## config.mk

```make
export PLATFORM = sky130hd
export DESIGN_NAME = div_unit
export DESIGN_NICKNAME = d
export VERILOG_FILES = /design/src/rtl/div_unit_pkg.sv /design/src/rtl/div_unit_step.sv /design/src/rtl/div_unit.sv
export SDC_FILE = /design/constraint.sdc
export NUM_CORES = 1
export LEC_CHECK = 0
export CAP_MARGIN = 5
export CORE_MARGIN = 4
export CORE_UTILIZATION = 55
export CTS_CLUSTER_DIAMETER = 50
export DETAILED_ROUTE_END_ITERATION = 10
export DONT_BUFFER_PORTS = 1
export GPL_TIMING_DRIVEN = 0
export PLACE_DENSITY = 0.7
export SYNTH_ARGS = -nofsm -noshare
export SYNTH_HDL_FRONTEND = slang
export SYNTH_SLANG_ARGS = --single-unit
export TNS_END_PERCENT = 20
```

## constraint.sdc

```tcl
create_clock -name clk -period 5.7 [get_ports clk]
set_clock_uncertainty 0.2 [all_clocks]
set_input_delay 1.71 -clock clk [delete_from_list [all_inputs] [get_ports clk]]
set_output_delay 1.71 -clock clk [all_outputs]
set_load 0.01 [all_outputs]
```

## src/rtl/div_unit_pkg.sv

```systemverilog
// Shared constants for the sequential divider: operand width, FSM encoding,
// HI/LO field positions and the signed-magnitude helper.
package div_unit_pkg;

    localparam int DIV_W  = 32;
    localparam int HI_LSB = 32;
    localparam int LO_LSB = 0;

    localparam logic [1:0] ST_IDLE    = 2'd0;
    localparam logic [1:0] ST_ON      = 2'd1;
    localparam logic [1:0] ST_DIVZERO = 2'd2;
    localparam logic [1:0] ST_END     = 2'd3;

    // Two's-complement magnitude; -2^31 maps onto 0x80000000 without loss.
    function automatic logic [DIV_W-1:0] magnitude(input logic [DIV_W-1:0] value,
                                                   input logic             is_signed);
        return (is_signed && value[DIV_W-1]) ? (~value + 1'b1) : value;
    endfunction

endpackage

```

## src/rtl/div_unit_step.sv

```systemverilog
// One restoring radix-2 iteration: shift in the next dividend bit, trial-subtract
// the divisor, keep the difference when it is non-negative.
module div_step
    import div_unit_pkg::*;
(
    input  logic [DIV_W:0]   rem_i,
    input  logic             dvd_bit_i,
    input  logic [DIV_W-1:0] divisor_i,
    output logic [DIV_W:0]   rem_o,
    output logic             q_bit_o
);

    logic [DIV_W+1:0] shifted;
    logic [DIV_W+1:0] trial;

    assign shifted = {rem_i, dvd_bit_i};
    assign trial   = shifted - {2'b00, divisor_i};

    // The trial difference is bounded by 2*divisor, so its msb is a clean sign bit.
    assign q_bit_o = ~trial[DIV_W+1];
    assign rem_o   = trial[DIV_W+1] ? shifted[DIV_W:0] : trial[DIV_W:0];

endmodule

```

## src/rtl/div_unit.sv

```systemverilog
// Sequential 32-bit DIV/DIVU unit with start/ready handshake and flush annul;
// result is {remainder, quotient} in HI/LO layout.
module div_unit
    import div_unit_pkg::*;
(
    input  logic                 clk,
    input  logic                 resetn,
    input  logic                 div_sign,
    input  logic                 div_start_i,
    input  logic                 div_annul_i,
    input  logic [DIV_W-1:0]     div_op1,
    input  logic [DIV_W-1:0]     div_op2,
    output logic [2*DIV_W-1:0]   result,
    output logic                 div_ready_o,
    output logic                 div_busy_o
);

    logic [1:0]           state_q,    state_d;
    logic [4:0]           count_q,    count_d;
    logic [DIV_W:0]       rem_q,      rem_d;
    logic [DIV_W-1:0]     dvd_q,      dvd_d;
    logic [DIV_W-1:0]     dvs_q,      dvs_d;
    logic                 neg_quo_q,  neg_quo_d;
    logic                 neg_rem_q,  neg_rem_d;
    logic [2*DIV_W-1:0]   result_q,   result_d;

    logic [DIV_W:0]       step_rem;
    logic                 step_q_bit;
    logic [DIV_W-1:0]     quo_raw;
    logic [DIV_W-1:0]     quo_fix;
    logic [DIV_W-1:0]     rem_fix;

    div_step u_step (
        .rem_i     (rem_q),
        .dvd_bit_i (dvd_q[DIV_W-1]),
        .divisor_i (dvs_q),
        .rem_o     (step_rem),
        .q_bit_o   (step_q_bit)
    );

    // The dividend register doubles as the quotient: bits shift out the top
    // while quotient bits shift in at the bottom.
    assign quo_raw = {dvd_q[DIV_W-2:0], step_q_bit};
    assign quo_fix = neg_quo_q ? (~quo_raw + 1'b1) : quo_raw;
    assign rem_fix = neg_rem_q ? (~step_rem[DIV_W-1:0] + 1'b1) : step_rem[DIV_W-1:0];

    always_comb begin
        state_d   = state_q;
        count_d   = count_q;
        rem_d     = rem_q;
        dvd_d     = dvd_q;
        dvs_d     = dvs_q;
        neg_quo_d = neg_quo_q;
        neg_rem_d = neg_rem_q;
        result_d  = result_q;
        case (state_q)
            ST_IDLE: begin
                if (div_start_i && !div_annul_i) begin
                    count_d   = '0;
                    rem_d     = '0;
                    neg_quo_d = div_sign & (div_op1[DIV_W-1] ^ div_op2[DIV_W-1]);
                    neg_rem_d = div_sign & div_op1[DIV_W-1];
                    dvs_d     = magnitude(div_op2, div_sign);
                    if (div_op2 == '0) begin
                        dvd_d   = div_op1;
                        state_d = ST_DIVZERO;
                    end else begin
                        dvd_d   = magnitude(div_op1, div_sign);
                        state_d = ST_ON;
                    end
                end
            end
            ST_ON: begin
                if (div_annul_i) begin
                    state_d = ST_IDLE;
                end else begin
                    rem_d   = step_rem;
                    dvd_d   = quo_raw;
                    count_d = count_q + 5'd1;
                    if (count_q == 5'd31) begin
                        state_d                      = ST_END;
                        result_d[HI_LSB +: DIV_W]    = rem_fix;
                        result_d[LO_LSB +: DIV_W]    = quo_fix;
                    end
                end
            end
            ST_DIVZERO: begin
                if (div_annul_i) begin
                    state_d = ST_IDLE;
                end else begin
                    state_d                   = ST_END;
                    result_d[HI_LSB +: DIV_W] = dvd_q;
                    result_d[LO_LSB +: DIV_W] = {DIV_W{1'b1}};
                end
            end
            default: state_d = ST_IDLE;
        endcase
    end

    always_ff @(posedge clk or negedge resetn) begin
        if (!resetn) begin
            state_q   <= ST_IDLE;
            count_q   <= '0;
            rem_q     <= '0;
            dvd_q     <= '0;
            dvs_q     <= '0;
            neg_quo_q <= 1'b0;
            neg_rem_q <= 1'b0;
            result_q  <= '0;
        end else begin
            state_q   <= state_d;
            count_q   <= count_d;
            rem_q     <= rem_d;
            dvd_q     <= dvd_d;
            dvs_q     <= dvs_d;
            neg_quo_q <= neg_quo_d;
            neg_rem_q <= neg_rem_d;
            result_q  <= result_d;
        end
    end

    // A flush landing in the END cycle suppresses the pulse as well.
    assign result      = result_q;
    assign div_ready_o = (state_q == ST_END) && !div_annul_i;
    assign div_busy_o  = (state_q == ST_ON) || (state_q == ST_DIVZERO);

endmodule

```

==> out/qor.txt <==
Status - finished, final reports clean
Clock Tree Root - clkbuf_16
DP HPWL - 31.4 mm
Most common cell after layout, fill and taps aside - nand2_1
DR iter-0 viols - 1299
Hold Fails Final Rpt - 0
Detailed Routing Iterations Pass 1 - 7
Setup Crit Path Kind - flip-flop to flip-flop
Hold buffer count at CTS - 0
Crit share post-route - 98.4%
Worst Hold End - dvs_q[26]$_DFFE_PN0P_
CTS tree - done
Leakage - 5.87 nW
Worst Tran Pin Value - 0.971 ns
Total number of yosys warnings - 0
Max-cap violations - 0
Library cells used by synthesis - 101
Die width - 161 um
Setup crit start kind - flip-flop
Antenna violations before repair - 1
Hold_ws - 0.281 ns
Critical register-to-register path endpoint - result[60]$_DFFE_PN0P_
Hold wc startpoint - dvs_q[26]$_DFFE_PN0P_
Fmax achieved - 0.178 GHz
Sinks on Clock Net - 170
Rows - 55
P per Cell Area - 754 mW/mm2
Flop-to-flop setup slack - 0.09 ns
Ys flop type - dfrtp_1
Vias in the first global route - 11378
Vias - 12319
Syn_nets - 1691
Crit-path max FO - 10
CTS Buf Count - 17
Final Wtd Congestion - 0.993
Commonest non-fill, non-tap cells in the layout - nand2_1 (197), dfrtp_1 (165), nor2_1 (145)
# IOs - 135
Final worst slack - 0.0909 ns
IO Port Bufs - 0
DP Area - 0.0132 mm2
CTS HTree Levels - 4
GRT Total Usage - 31.1%
Mean post-synth cell area - 8.11 um2
CP required - 5.80 ns
DRT antenna net count - 0
Core area - 0.0228 mm2
Largest net degree at the start of global routing - 171
Min Tclk post-route - 5.61 ns
Number of setup violations in the final report - 0
HP Class - flip-flop to flip-flop
Asr flop ratio synth - 100%
EDFF count, synth - 0
Synth top area share - 33.2%
Wire per inst - 21.1 um
Post-place setup slack - -0.883 ns
Post-Syn Instances - 1578
Critical Path Sink Type - flip-flop
Inserted Diodes - 0
Die area - 0.0258 mm2
Synthesized area - 0.0128 mm2
Sequential-to-total area share from yosys stat - 33.2%
Initial Util - 56.2%
DRC violations left - 0
Layout cells sized above 1 - 8.57%
Synth area leader - dfrtp_1
Chip Height - 161 um
Final instance area - 0.0140 mm2
First-pass GRT wire length - 64.2 mm
Maximum root-to-sink buffer count - 2
Worst slew margin - 34.7%
CP arrival - 5.71 ns
Nets - 1721
P&R area growth vs syn - 9.26%
Synth area leaders - dfrtp_1 (33%), nand2_1 (5.8%), xor2_1 (5.4%)
CTS clk-pin slew, worst paths - 0.08 ns
Maximum vdd drop - 0.363 mV
R2R cell count - 21
Max-slew violation count - 0
FF-to-FF Start - rem_q[15]$_DFFE_PN0P_
Grt total ovfl - 0
Hold Path Depth - 2
Clk Latency, worst-skew pair - 0.45 ns
Final wirelength - 40.8 mm
Post-DR vias/cell - 6.37
#FFs+latches synth - 170
Fill cells - 2049
## cells by family (layout without fill, tap and decap cells)
| family | Yosys count | in the layout | synth area share, % |
|---|---|---|---|
| and+or+nand+nor | 551 | 551 | 20.9 |
| muxes | 43 | 43 | 3.39 |
| adders and majority gates | 44 | 44 | 4.36 |
| AOI/OAI and AO/OA | 483 | 483 | 23.8 |
| xor gates and xnor gates | 132 | 132 | 9.03 |
| DFF | 170 | 170 | 33.2 |
| buffers and inverters | 155 | 198 | 5.25 |
## sequential cells by signal, indices dropped and copies added (netlist names)
register and flops:
dvs_q 32, dvd_q 32, state_q 2, result 64, rem_q 33, neg_rem_q 1, neg_quo_q 1, count_q 5
## through the flow
stage	std cells	util, %	power (mW)	setup TNS, ns
2_1_floorplan	1578	-	7.15	0
3_3_place_gp	1891	57.9	8.83	-8.38
3_5_place_dp	1891	57.9	8.91	-7.96
4_1_cts	1923	60.6	10.2	0
5_1_grt	1934	61.4	11.3	-0.120
6_report	1934	61.4	10.5	0
## power by group
part / switching [mW] / total [mW] / internal, mW
Clock: 0.587 / 1.17 / 0.584
Combinational: 4.30 / 6.90 / 2.60
Sequential: 0.723 / 2.47 / 1.75
## cell usage after synthesis (8+ instances only)
master and number:
xor2_1 79, buf_2 18, buf_1 8, o22ai_1 29
and2_1 10, or3_1 21, xnor2_1 53, a21o_1 13
o41ai_1 8, a21oi_1 138, nand4_1 14, o21ai_0 132
buf_6 8, a211oi_1 10, or4_1 14, nor4_1 14
mux2i_1 40, o21ai_1 18, nand2_1 197, nand3_1 30
clkbuf_1 61, ha_1 43, o21a_1 11, dfrtp_1 170
nor2_1 146, o31ai_1 26, and3_1 14, nor3_1 30
nand2b_1 9, o211ai_1 10, inv_1 58, a31oi_1 20
## metal layers
layer  GRT usage (%)  vias to the layer above  share of wire (%)
met5               0                        -              0.020
met4            8.76                        2                2.5
met3            7.11                       72                9.0
met2            46.0                      567                 44
met1            45.7                     5956                 45
li1                -                     5722                  -
## worst max-delay path: stages (launching register included)
cell and delay (ns):
dfrtp_1 0.47, ha_2 0.44, nand4_1 0.26, nor3_4 0.34, o311ai_4 0.18, a31oi_4 0.29
o21a_4 0.20, nor2_4 0.06, clkinv_4 0.10, buf_8 0.17, nor2_1 0.06, a21oi_2 0.19
ha_2 0.23, inv_1 0.07, or4b_2 0.67, inv_1 0.12, nand4_1 0.21, o32a_1 0.49
nor3_4 0.26, a31oi_1 0.14, xor2_1 0.21, o22ai_1 0.11
## worst max path at each step
stage	startpoint	end	slack, ns	cells after the start
after global placement	rem_q[17]$_DFFE_PN0P_	result[60]$_DFFE_PN0P_	-0.91	23
after floorplan	rem_q[17]$_DFFE_PN0P_	result[56]$_DFFE_PN0P_	0.58	22
after CTS	rem_q[14]$_DFFE_PN0P_	result[60]$_DFFE_PN0P_	0.007	21
after detailed placement	rem_q[17]$_DFFE_PN0P_	result[60]$_DFFE_PN0P_	-0.88	23
after global routing	rem_q[12]$_DFFE_PN0P_	result[60]$_DFFE_PN0P_	-0.08	22
final	rem_q[15]$_DFFE_PN0P_	result[60]$_DFFE_PN0P_	0.09	21
## repair_timing
action | CTS | global route
setup buffers | 1 | 11
pin swaps | 2 | 9
resized for setup | 9 | 27
setup endpoints to repair | 15 | 9
## layout make-up
| class | count | area [um2] | share of cell area [%] |
|---|---|---|---|
| multi-input combinational | 1253 | 7960 | 56.9 |
| tap | 313 | 392 | 2.80 |
| sequential | 170 | 4260 | 30.5 |
| buffer | 96 | 482 | 3.45 |
| timing repair buffer | 12 | 90.1 | 0.644 |
| clock buffer | 17 | 425 | 3.04 |
| clock inverter | 15 | 151 | 1.08 |
| inverter | 58 | 223 | 1.59 |
(Power assumes the default switching activity.)
